--- src/rtl/lfclk_rtc_timer.sv ---
// lfclk_rtc_timer
//   RTC timer driven by the 32.768 kHz divided clock, which is sampled as
//   data in the clk8388 domain. Rising edges of the low-frequency clock are
//   prescaled into ticks, and each tick advances a free-running counter.
//   Also provides a compare register, a sticky match interrupt, a sticky
//   wrap flag and a two-state register-write handshake.
//
// Ports
//   clk8388    in   system clock
//   rst_n      in   asynchronous active-low reset
//   lf_clk_in  in   low-frequency clock, treated as asynchronous data
//   cfg_en     in   counter enable
//   cfg_presc  in   tick every cfg_presc+1 lf rising edges
//   wr_valid   in   write request
//   wr_sel     in   0 counter, 1 compare, 2 clear flags, 3 reserved
//   wr_data    in   write data
//   wr_ready   out  write request accepted when high
//   rtc_cnt    out  counter value
//   rtc_cmp    out  compare value
//   tick_o     out  one-cycle pulse, aligned with the new rtc_cnt
//   irq_o      out  sticky compare-match flag
//   ovf_o      out  sticky counter-wrap flag
module lfclk_rtc_timer #(
    parameter int unsigned CNT_W   = 32,
    parameter int unsigned PRESC_W = 4
) (
    input  logic               clk8388,
    input  logic               rst_n,
    input  logic               lf_clk_in,
    input  logic               cfg_en,
    input  logic [PRESC_W-1:0] cfg_presc,
    input  logic               wr_valid,
    input  logic [1:0]         wr_sel,
    input  logic [CNT_W-1:0]   wr_data,
    output logic               wr_ready,
    output logic [CNT_W-1:0]   rtc_cnt,
    output logic [CNT_W-1:0]   rtc_cmp,
    output logic               tick_o,
    output logic               irq_o,
    output logic               ovf_o
);

    typedef enum logic [0:0] {StIdle, StAck} wr_state_e;

    logic               r_s1, r_s2, r_s3;
    logic [PRESC_W-1:0] r_presc;
    logic [CNT_W-1:0]   r_cnt;
    logic [CNT_W-1:0]   r_cmp;
    logic               r_tick;
    logic               r_irq;
    logic               r_ovf;
    wr_state_e          r_state;
    logic [1:0]         r_wr_sel;
    logic [CNT_W-1:0]   r_wr_data;

    wr_state_e          w_state_d;
    logic               w_accept;
    logic               w_lf_rise;
    logic               w_tick;
    logic               w_apply;
    logic               w_wr_cnt;
    logic               w_wr_cmp;
    logic               w_wr_clr;
    logic               w_inc;
    logic [CNT_W-1:0]   w_cnt_inc;
    logic               w_irq_set;
    logic               w_ovf_set;

    // Three-stage sampler: s1/s2 resynchronise, s3 delays for edge detection.
    always_ff @(posedge clk8388 or negedge rst_n) begin
        if (!rst_n) begin
            r_s1 <= 1'b0;
            r_s2 <= 1'b0;
            r_s3 <= 1'b0;
        end else begin
            r_s1 <= lf_clk_in;
            r_s2 <= r_s1;
            r_s3 <= r_s2;
        end
    end

    assign w_lf_rise = r_s2 & ~r_s3;
    assign w_tick    = cfg_en & w_lf_rise & (r_presc == cfg_presc);

    // Write handshake: accept in StIdle, apply the latched write in StAck.
    always_comb begin
        w_state_d = r_state;
        wr_ready  = 1'b0;
        w_accept  = 1'b0;
        w_apply   = 1'b0;
        unique case (r_state)
            StIdle: begin
                wr_ready = 1'b1;
                if (wr_valid) begin
                    w_accept  = 1'b1;
                    w_state_d = StAck;
                end
            end
            StAck: begin
                w_apply   = 1'b1;
                w_state_d = StIdle;
            end
            default: w_state_d = StIdle;
        endcase
    end

    always_ff @(posedge clk8388 or negedge rst_n) begin
        if (!rst_n) begin
            r_state   <= StIdle;
            r_wr_sel  <= 2'd0;
            r_wr_data <= '0;
        end else begin
            r_state <= w_state_d;
            if (w_accept) begin
                r_wr_sel  <= wr_sel;
                r_wr_data <= wr_data;
            end
        end
    end

    assign w_wr_cnt = w_apply & (r_wr_sel == 2'd0);
    assign w_wr_cmp = w_apply & (r_wr_sel == 2'd1);
    assign w_wr_clr = w_apply & (r_wr_sel == 2'd2);

    // A counter write overrides a coincident tick; the tick pulse still shows.
    assign w_inc     = w_tick & ~w_wr_cnt;
    assign w_cnt_inc = r_cnt + CNT_W'(1);
    assign w_irq_set = w_inc & (w_cnt_inc == r_cmp);
    assign w_ovf_set = w_inc & (r_cnt == '1);

    always_ff @(posedge clk8388 or negedge rst_n) begin
        if (!rst_n) begin
            r_presc <= '0;
        end else if (!cfg_en || w_wr_cnt) begin
            r_presc <= '0;
        end else if (w_lf_rise) begin
            // >= so an out-of-range count after a live cfg_presc change restarts.
            if (r_presc >= cfg_presc) begin
                r_presc <= '0;
            end else begin
                r_presc <= r_presc + PRESC_W'(1);
            end
        end
    end

    always_ff @(posedge clk8388 or negedge rst_n) begin
        if (!rst_n) begin
            r_cnt  <= '0;
            r_cmp  <= '1;
            r_tick <= 1'b0;
            r_irq  <= 1'b0;
            r_ovf  <= 1'b0;
        end else begin
            r_tick <= w_tick;
            if (w_wr_cnt) begin
                r_cnt <= r_wr_data;
            end else if (w_inc) begin
                r_cnt <= w_cnt_inc;
            end
            if (w_wr_cmp) begin
                r_cmp <= r_wr_data;
            end
            // Set has priority over a coincident clear.
            if (w_irq_set) begin
                r_irq <= 1'b1;
            end else if (w_wr_clr && r_wr_data[0]) begin
                r_irq <= 1'b0;
            end
            if (w_ovf_set) begin
                r_ovf <= 1'b1;
            end else if (w_wr_clr && r_wr_data[1]) begin
                r_ovf <= 1'b0;
            end
        end
    end

    assign rtc_cnt = r_cnt;
    assign rtc_cmp = r_cmp;
    assign tick_o  = r_tick;
    assign irq_o   = r_irq;
    assign ovf_o   = r_ovf;

endmodule

--- config.mk ---
export PLATFORM = sky130hd
export DESIGN_NAME = lfclk_rtc_timer
export DESIGN_NICKNAME = d
export VERILOG_FILES = /design/src/rtl/lfclk_rtc_timer.sv
export SDC_FILE = /design/constraint.sdc
export NUM_CORES = 1
export LEC_CHECK = 0
export CAP_MARGIN = 0
export CORE_AREA = 10 10 149 151
export DETAILED_ROUTE_END_ITERATION = 10
export DIE_AREA = 0 0 159 161
export HOLD_SLACK_MARGIN = 0.06
export PLACE_DENSITY = 0.63
export SYNTH_ARGS = -nofsm -noshare
export SYNTH_HDL_FRONTEND = slang
export SYNTH_SLANG_ARGS = --single-unit
--- constraint.sdc ---
create_clock -name clk8388 -period 3.84 [get_ports clk8388]
set_clock_uncertainty 0.15 [all_clocks]
set_input_delay 0.96 -clock clk8388 [delete_from_list [all_inputs] [get_ports clk8388]]
set_output_delay 0.96 -clock clk8388 [all_outputs]
set_load 0.005 [all_outputs]
==> summary.md, run 1 <==
| Metric | Value |
|---|---|
| Endpoint type of the worst setup path | `register` |
| Critical Path Slowest Stage Cell | `clkdlybuf4s50_1` |
| Slew HR | `48.95%` |
| Met3 wire len | `953 um` |
| Crit Path Category | `in -> reg` |
| Min-Delay Path Depth | `0` |
| Cell Area, Synth | `0.005694 sq mm` |
| Reg-to-Reg End | `irq_o` |
| Fmax | `0.2983 GHz` |
| Placed Instances | `888` |
| Async set or reset register ratio after synthesis | `100.0%` |
| Clk slew on worst S/H paths | `0.07 ns` |
| Top post-synthesis cells by area | `dfrtp_1 (34%), dfstp_2 (15%), mux2_2 (12%)` |
| Worst Hold Endpoint | `r_s2` |
| Vias in the first global route | `4,355` |
| Routed metal-1 wire length | `7202 um` |
| Resize count post-CTS | `0` |
| HP Class | `reg -> reg` |
| Routed wire length | `15,650 um` |
| TNS Setup | `0 ns` |
| Layout cells sized above 1 | `20.34%` |
| WHS | `0.2024 ns` |
| Die X | `159 um` |
| Yosys reg bits | `109` |
| Reg-to-reg startpoint | `rtc_cnt[2]` |
| Final min period | `3.353 ns` |
| Top cell by count, worst path | `nand4_1` |
| Final setup vio count | `0` |
| Layout area overhead | `29.95%` |
| DR pass1 iterations | `4` |
| Clock share of power | `18.1%` |
| Worst-margin pin slew | `0.7587 ns` |
| Overall Power | `5.046 mW` |
| Cts hold-fix bufs | `0` |
| CP required | `3.96 ns` |
| GRT overflow | `0` |
| Gpl congestion | `0.8233` |
| Number of I/O port buffers | `110` |
| CTS Buffer Depth | `2` |
| Gate power share | `38.4%` |
| Vias | `4,234` |
| Worst Path Buf+Inv | `3` |
| Vias per cell | `4.684` |
| Detail Route Antenna Nets | `0` |
| Net Sw Power | `1.753 mW` |
| Number of hold violations in the final report | `0` |
| Dpl cell area | `0.007111 sq mm` |
| Die height | `161 um` |
| Antenna violations before repair | `0` |
| Crit-path cells | `clkdlybuf4s50_1, inv_1, ha_1, and4_1, nand3_1, clkinv_1, nand4_1, or4_1, nor4_1, nand4_1, o31ai_2` |
| Worst setup SP type | `input pin` |
| Seq/Total Area, Yosys | `48.60%` |
| Outcome | `completed` |
| Setup repair bufs after CTS | `0` |
| Htree depth | `3` |
| EDFF count, synth | `0` |
| Synthesized Nets | `582` |
| Ys flop type | `dfrtp_1` |
| 1st-iter DRT viols | `254` |
| Post-DP HPWL | `11,650 um` |
| Period utilisation layout | `87.31%` |
| Leak Pwr | `2.779 nW` |
| Root Buffer | `clkbuf_16` |
| Core outline area | `0.01921 sq mm` |
| Warnings, synthesis | `0` |
| # DRC | `0` |
| Final Non-Filler Cells | `904` |
| Top Metal Used | `met4` |
| Critical path startpoint | `cfg_presc[3]` |
| Post-Synthesis Cells | `533` |
| Largest net degree at the start of global routing | `109` |
| # IOs | `111` |
| Peak supply drop | `0.2981 mV` |
| Setup slack, reg-to-reg | `0.79 ns` |
| Total clock sinks | `109` |
| Routed wl met2 | `7228 um` |
| Sequential power share | `43.6%` |
| CTS tree | `built` |
| First-pass GRT wire length | `25,180 um` |
| Largest fanout on the critical path | `3` |
| Num CTS Buffers | `9` |
| Post-synth cell types | `52` |
| Initial Util | `29.65%` |
| Avg Inst Size Synth | `10.68 sq um` |
| Max-Cap Viols | `0` |
| Largest delay share family, worst path | `simple AND/OR/NAND/NOR gates` |
| Sw Share | `34.75%` |
| Cell Pwr Density | `681.9 mW/mm^2` |
| DR WL/cell | `17.31 um` |
| Hold path startpoint | `r_s1` |
| Design area | `0.007400 sq mm` |
| Unrepaired setup endpoints after global routing | `no` |
| DIE AREA | `0.02560 sq mm` |
| Top cell type's share of synthesized area | `33.84%` |
| Final slew viol count | `0` |
| Total GRT Usage | `12.36%` |
| Post-synth top area cell | `dfrtp_1` |
| Clock Latency Late Sink | `0.36 ns` |
| Layout net count | `683` |
| P_int | `3.293 mW` |
| N_diodes | `0` |
| Reg2reg path depth | `7` |
| WP data arrival | `3.47 ns` |
| Site row count | `51` |
| Worst path max stage delay | `0.46 ns` |
==> layout make-up <==
type / instances / area (sq um)
clock buffers: 13 / 270.3
repair buffers: 119 / 1191
inverters: 10 / 37.54
flip-flops and latches: 109 / 2768
clock inverters: 3 / 18.77
well taps: 265 / 331.6
fillers: 1886 / 11810
multi-input cells: 385 / 2783
==> logic make-up (layout without fill, tap and decap cells) <==
kind of cell,count (synthesis),in the layout,share of synthesized area (%)
mux,63,63,12.44
flops,109,109,48.60
xor+xnor,79,79,12.15
fa+ha+maj,6,6,1.318
buf+inv,39,145,2.746
simple gates,173,173,16.22
compound gates,64,64,6.526
==> metal layers <==
metal | global-route usage [%] | vias to the layer above
met1 | 15.92 | 2058
met4 | 4.128 | 0
met2 | 19.29 | 90
met3 | 3.864 | 14
met5 | 0 | -
li1 | - | 2072
==> worst reg2reg max path, cell delays in order, from the launching register on <==
cell and delay (ns):
dfrtp_1 0.53, nand3_1 0.40, or3_4 0.53, nor4b_4 0.43, xnor2_1 0.18, o2111ai_1 0.13, or3_1 0.41, o31ai_2 0.21
==> cells in the mapped netlist (6+ instances only) <==
master and instances:
dfrtp_1 77, clkbuf_1 23, nor2_1 23, a31oi_1 6
nor3_1 9, mux2_2 62, inv_1 9, xor2_1 34
nor2b_1 6, ha_1 6, nand2_1 67, xnor2_1 45
nand3_1 12, o21ai_0 44, dfstp_2 32, nand4_1 24
==> cells in the final DEF (no fill, tap or decap), types with 9 or more instances in the layout <==
cell / netlist / routed
clkdlybuf4s50_1: 0 / 109
dfrtp_1: 77 / 77
nand2_1: 67 / 67
mux2_2: 62 / 62
xnor2_1: 45 / 45
o21ai_0: 44 / 44
xor2_1: 34 / 34
dfstp_2: 32 / 32
nand4_1: 24 / 24
nor2_1: 23 / 23
nand3_1: 12 / 12
inv_1: 9 / 9
clkbuf_16: 0 / 9
==> power groups by stage <==
stage               Combinational (mW)  Sequential [mW]  Clock (mW)
finish                            1.94             2.20       0.912
global route                      2.14             2.28       0.980
CTS                               1.98             2.20       0.941
detailed placement                1.97             2.22           0
global placement                  1.96             2.21           0
floorplan                         1.08             2.01           0
==> how the worst max path moves through the flow <==
stage | to | depth (start not counted)
3_3_place_gp | irq_o | 11
5_1_grt | irq_o | 11
6_report | irq_o | 11
4_1_cts | irq_o | 11
3_5_place_dp | irq_o | 11
2_1_floorplan | irq_o | 10
==> through the flow <==
step | worst slack [ns] | utilization, %
floorplan | 0.8321 | -
global placement | 0.2687 | 37.02
detailed placement | 0.1563 | 37.02
CTS | 0.5262 | 38.53
global route | 0.3126 | 38.53
finish | 0.4874 | 38.53
==> flip-flops by register name, summed over array words and instances (netlist names) <==
register,flops
rtc_cnt,32
r_s2,1
rtc_cmp,32
r_wr_sel,2
tick_o,1
r_wr_data,32
irq_o,1
ovf_o,1
r_s1,1
r_state,1
r_s3,1
r_presc,4
No activity file was read; power rests on OpenSTA's default activity.
==> inputs of run 2 (changes only) <==
--- a/config.mk
+++ b/config.mk
@@ -11,5 +11,5 @@
 export DIE_AREA = 0 0 159 161
 export HOLD_SLACK_MARGIN = 0.06
-export PLACE_DENSITY = 0.63
+export PLACE_DENSITY = 0.53
 export SYNTH_ARGS = -nofsm -noshare
 export SYNTH_HDL_FRONTEND = slang
--- a/constraint.sdc
+++ b/constraint.sdc
@@ -3,3 +3,3 @@
 set_input_delay 0.96 -clock clk8388 [delete_from_list [all_inputs] [get_ports clk8388]]
 set_output_delay 0.96 -clock clk8388 [all_outputs]
-set_load 0.005 [all_outputs]
+set_load 0.1 [all_outputs]
==> summary.md, run 2 (synthesized netlist as in run 1, its figures left out) <==
| Metric | Value |
|---|---|
| CTS Buffer Depth | `2` |
| Cts hold-fix bufs | `0` |
| Layout cells sized above 1 | `30.83%` |
| # DRC | `0` |
| Crit Path Category | `in -> reg` |
| Root Buffer | `clkbuf_16` |
| Worst setup SP type | `input pin` |
| Top cell by count, worst path | `nand4_1` |
| DIE AREA | `0.02560 sq mm` |
| Number of I/O port buffers | `110` |
| Antenna violations before repair | `0` |
| Critical path startpoint | `cfg_presc[3]` |
| Resize count post-CTS | `0` |
| Crit-path cells | `clkdlybuf4s50_1, inv_1, ha_1, and4_1, nand3_1, clkinv_1, nand4_1, or4_1, nor4_1, nand4_1, o31ai_2` |
| Htree depth | `3` |
| HP Class | `reg -> reg` |
| Routed wire length | `16,340 um` |
| Final min period | `3.324 ns` |
| CP required | `3.96 ns` |
| Total GRT Usage | `12.77%` |
| Reg-to-reg startpoint | `rtc_cnt[11]` |
| Gpl congestion | `0.8821` |
| Initial Util | `29.65%` |
| Layout net count | `683` |
| Detail Route Antenna Nets | `0` |
| Reg2reg path depth | `7` |
| Most common cell after layout, fill and taps aside | `dfrtp_1` |
| CTS tree | `built` |
| 1st-iter DRT viols | `256` |
| Largest fanout on the critical path | `3` |
| N_diodes | `0` |
| Placed Instances | `888` |
| Layout area overhead | `27.88%` |
| Design area | `0.007282 sq mm` |
| Commonest cells after routing, fill and taps aside | `dfrtp_1 (77), buf_4 (76), nand2_1 (67)` |
| Reg-to-Reg End | `irq_o` |
| Fmax | `0.3008 GHz` |
| Vias in the first global route | `4,512` |
| Worst path max stage delay | `0.46 ns` |
| Worst Path Buf+Inv | `3` |
| Period utilisation layout | `86.56%` |
| Clk slew on worst S/H paths | `0.07 ns` |
| Setup repair bufs after CTS | `0` |
| Largest net degree at the start of global routing | `61` |
| Final slew viol count | `0` |
| Slew HR | `42.60%` |
| Die X | `159 um` |
| Outcome | `completed` |
| WP data arrival | `3.44 ns` |
| Vias | `4,323` |
| Post-route setup slack | `0.5159 ns` |
| Endpoint type of the worst setup path | `register` |
| Site row count | `51` |
| Post-DP HPWL | `12,370 um` |
| Dpl ws | `0.1571 ns` |
| GRT overflow | `0` |
| DR WL/cell | `18.08 um` |
| Final setup vio count | `0` |
| Num CTS Buffers | `9` |
| Largest delay share family, worst path | `simple AND/OR/NAND/NOR gates` |
| Total clock sinks | `109` |
| Clock Latency Late Sink | `0.36 ns` |
| # IOs | `111` |
| Levels on crit path | `11` |
| Max-Cap Viols | `0` |
| TNS Setup | `0 ns` |
| Number of hold violations in the final report | `0` |
| DR pass1 iterations | `5` |
| Worst Setup EP | `irq_o` |
| Critical Path Slowest Stage Cell | `clkdlybuf4s50_1` |
| Setup slack, reg-to-reg | `0.79 ns` |
| Unrepaired setup endpoints after global routing | `no` |
| Core outline area | `0.01921 sq mm` |
| Fillers | `1,915` |
| First-pass GRT wire length | `26,230 um` |
| Final Non-Filler Cells | `904` |
| Dpl cell area | `0.006940 sq mm` |
| Worst-margin pin slew | `0.8583 ns` |
| Die height | `161 um` |
| Vias per cell | `4.782` |
==> run 2: cell types whose count changed in the layout (fill, tap and decap cells not counted) <==
cell             before  now
buf_4                 8   76
clkdlybuf4s50_1     109   41
bufinv_16             0    3
clkbuf_8              3    1
clkbuf_1              1    2
clkinv_2              2    1
clkinv_4              1    0
==> run 2: how the worst min path moves through the flow <==
stage / from / to / cells past startpoint
2_1_floorplan: r_s1 / r_s2 / 0
3_3_place_gp: r_s1 / r_s2 / 0
3_5_place_dp: r_s1 / r_s2 / 0
4_1_cts: r_s1 / r_s2 / 0
5_1_grt: r_s1 / r_s2 / 0
6_report: r_s1 / r_s2 / 0
==> run 2: through the flow <==
step	hold WS, ns	utilization (%)
floorplan	0.1812	-
finish	0.2107	37.91
global route	0.2295	37.91
detailed placement	0.1903	36.13
global placement	0.1901	36.13
CTS	0.2148	37.91
==> run 2: worst reg2reg max path, stage by stage (launching register included) <==
cell and delay, ns:
dfrtp_1 0.49, nand4_1 0.45, nor3_1 0.49, nor4b_4 0.43, xnor2_1 0.19, o2111ai_1 0.14, or3_1 0.41, o31ai_2 0.22
==> run 2: metal layers <==
metal | GRT usage, % | up-vias | share of wire [%]
li1 | - | 2056 | -
met1 | 16.06 | 2139 | 45
met2 | 20.07 | 112 | 46
met3 | 4.957 | 16 | 7.1
met4 | 3.412 | 0 | 1.5
met5 | 0 | - | 0
==> run 2: cell type report <==
cell class                      instances  area [sq um]  area share (%)
Sequential cell                       109          2768           38.01
Multi-Input combinational cell        385          2783           38.21
Tap cell                              265         331.6           4.553
Clock inverter                          4         95.09           1.306
Timing Repair Buffer                  119          1021           14.02
Inverter                               10         37.54          0.5155
Clock buffer                           12         246.5           3.385
Power of run 2 is left out: the tool's default activity adds up to more than one toggle a clock period on the data nets, which glitch-free logic cannot reach.
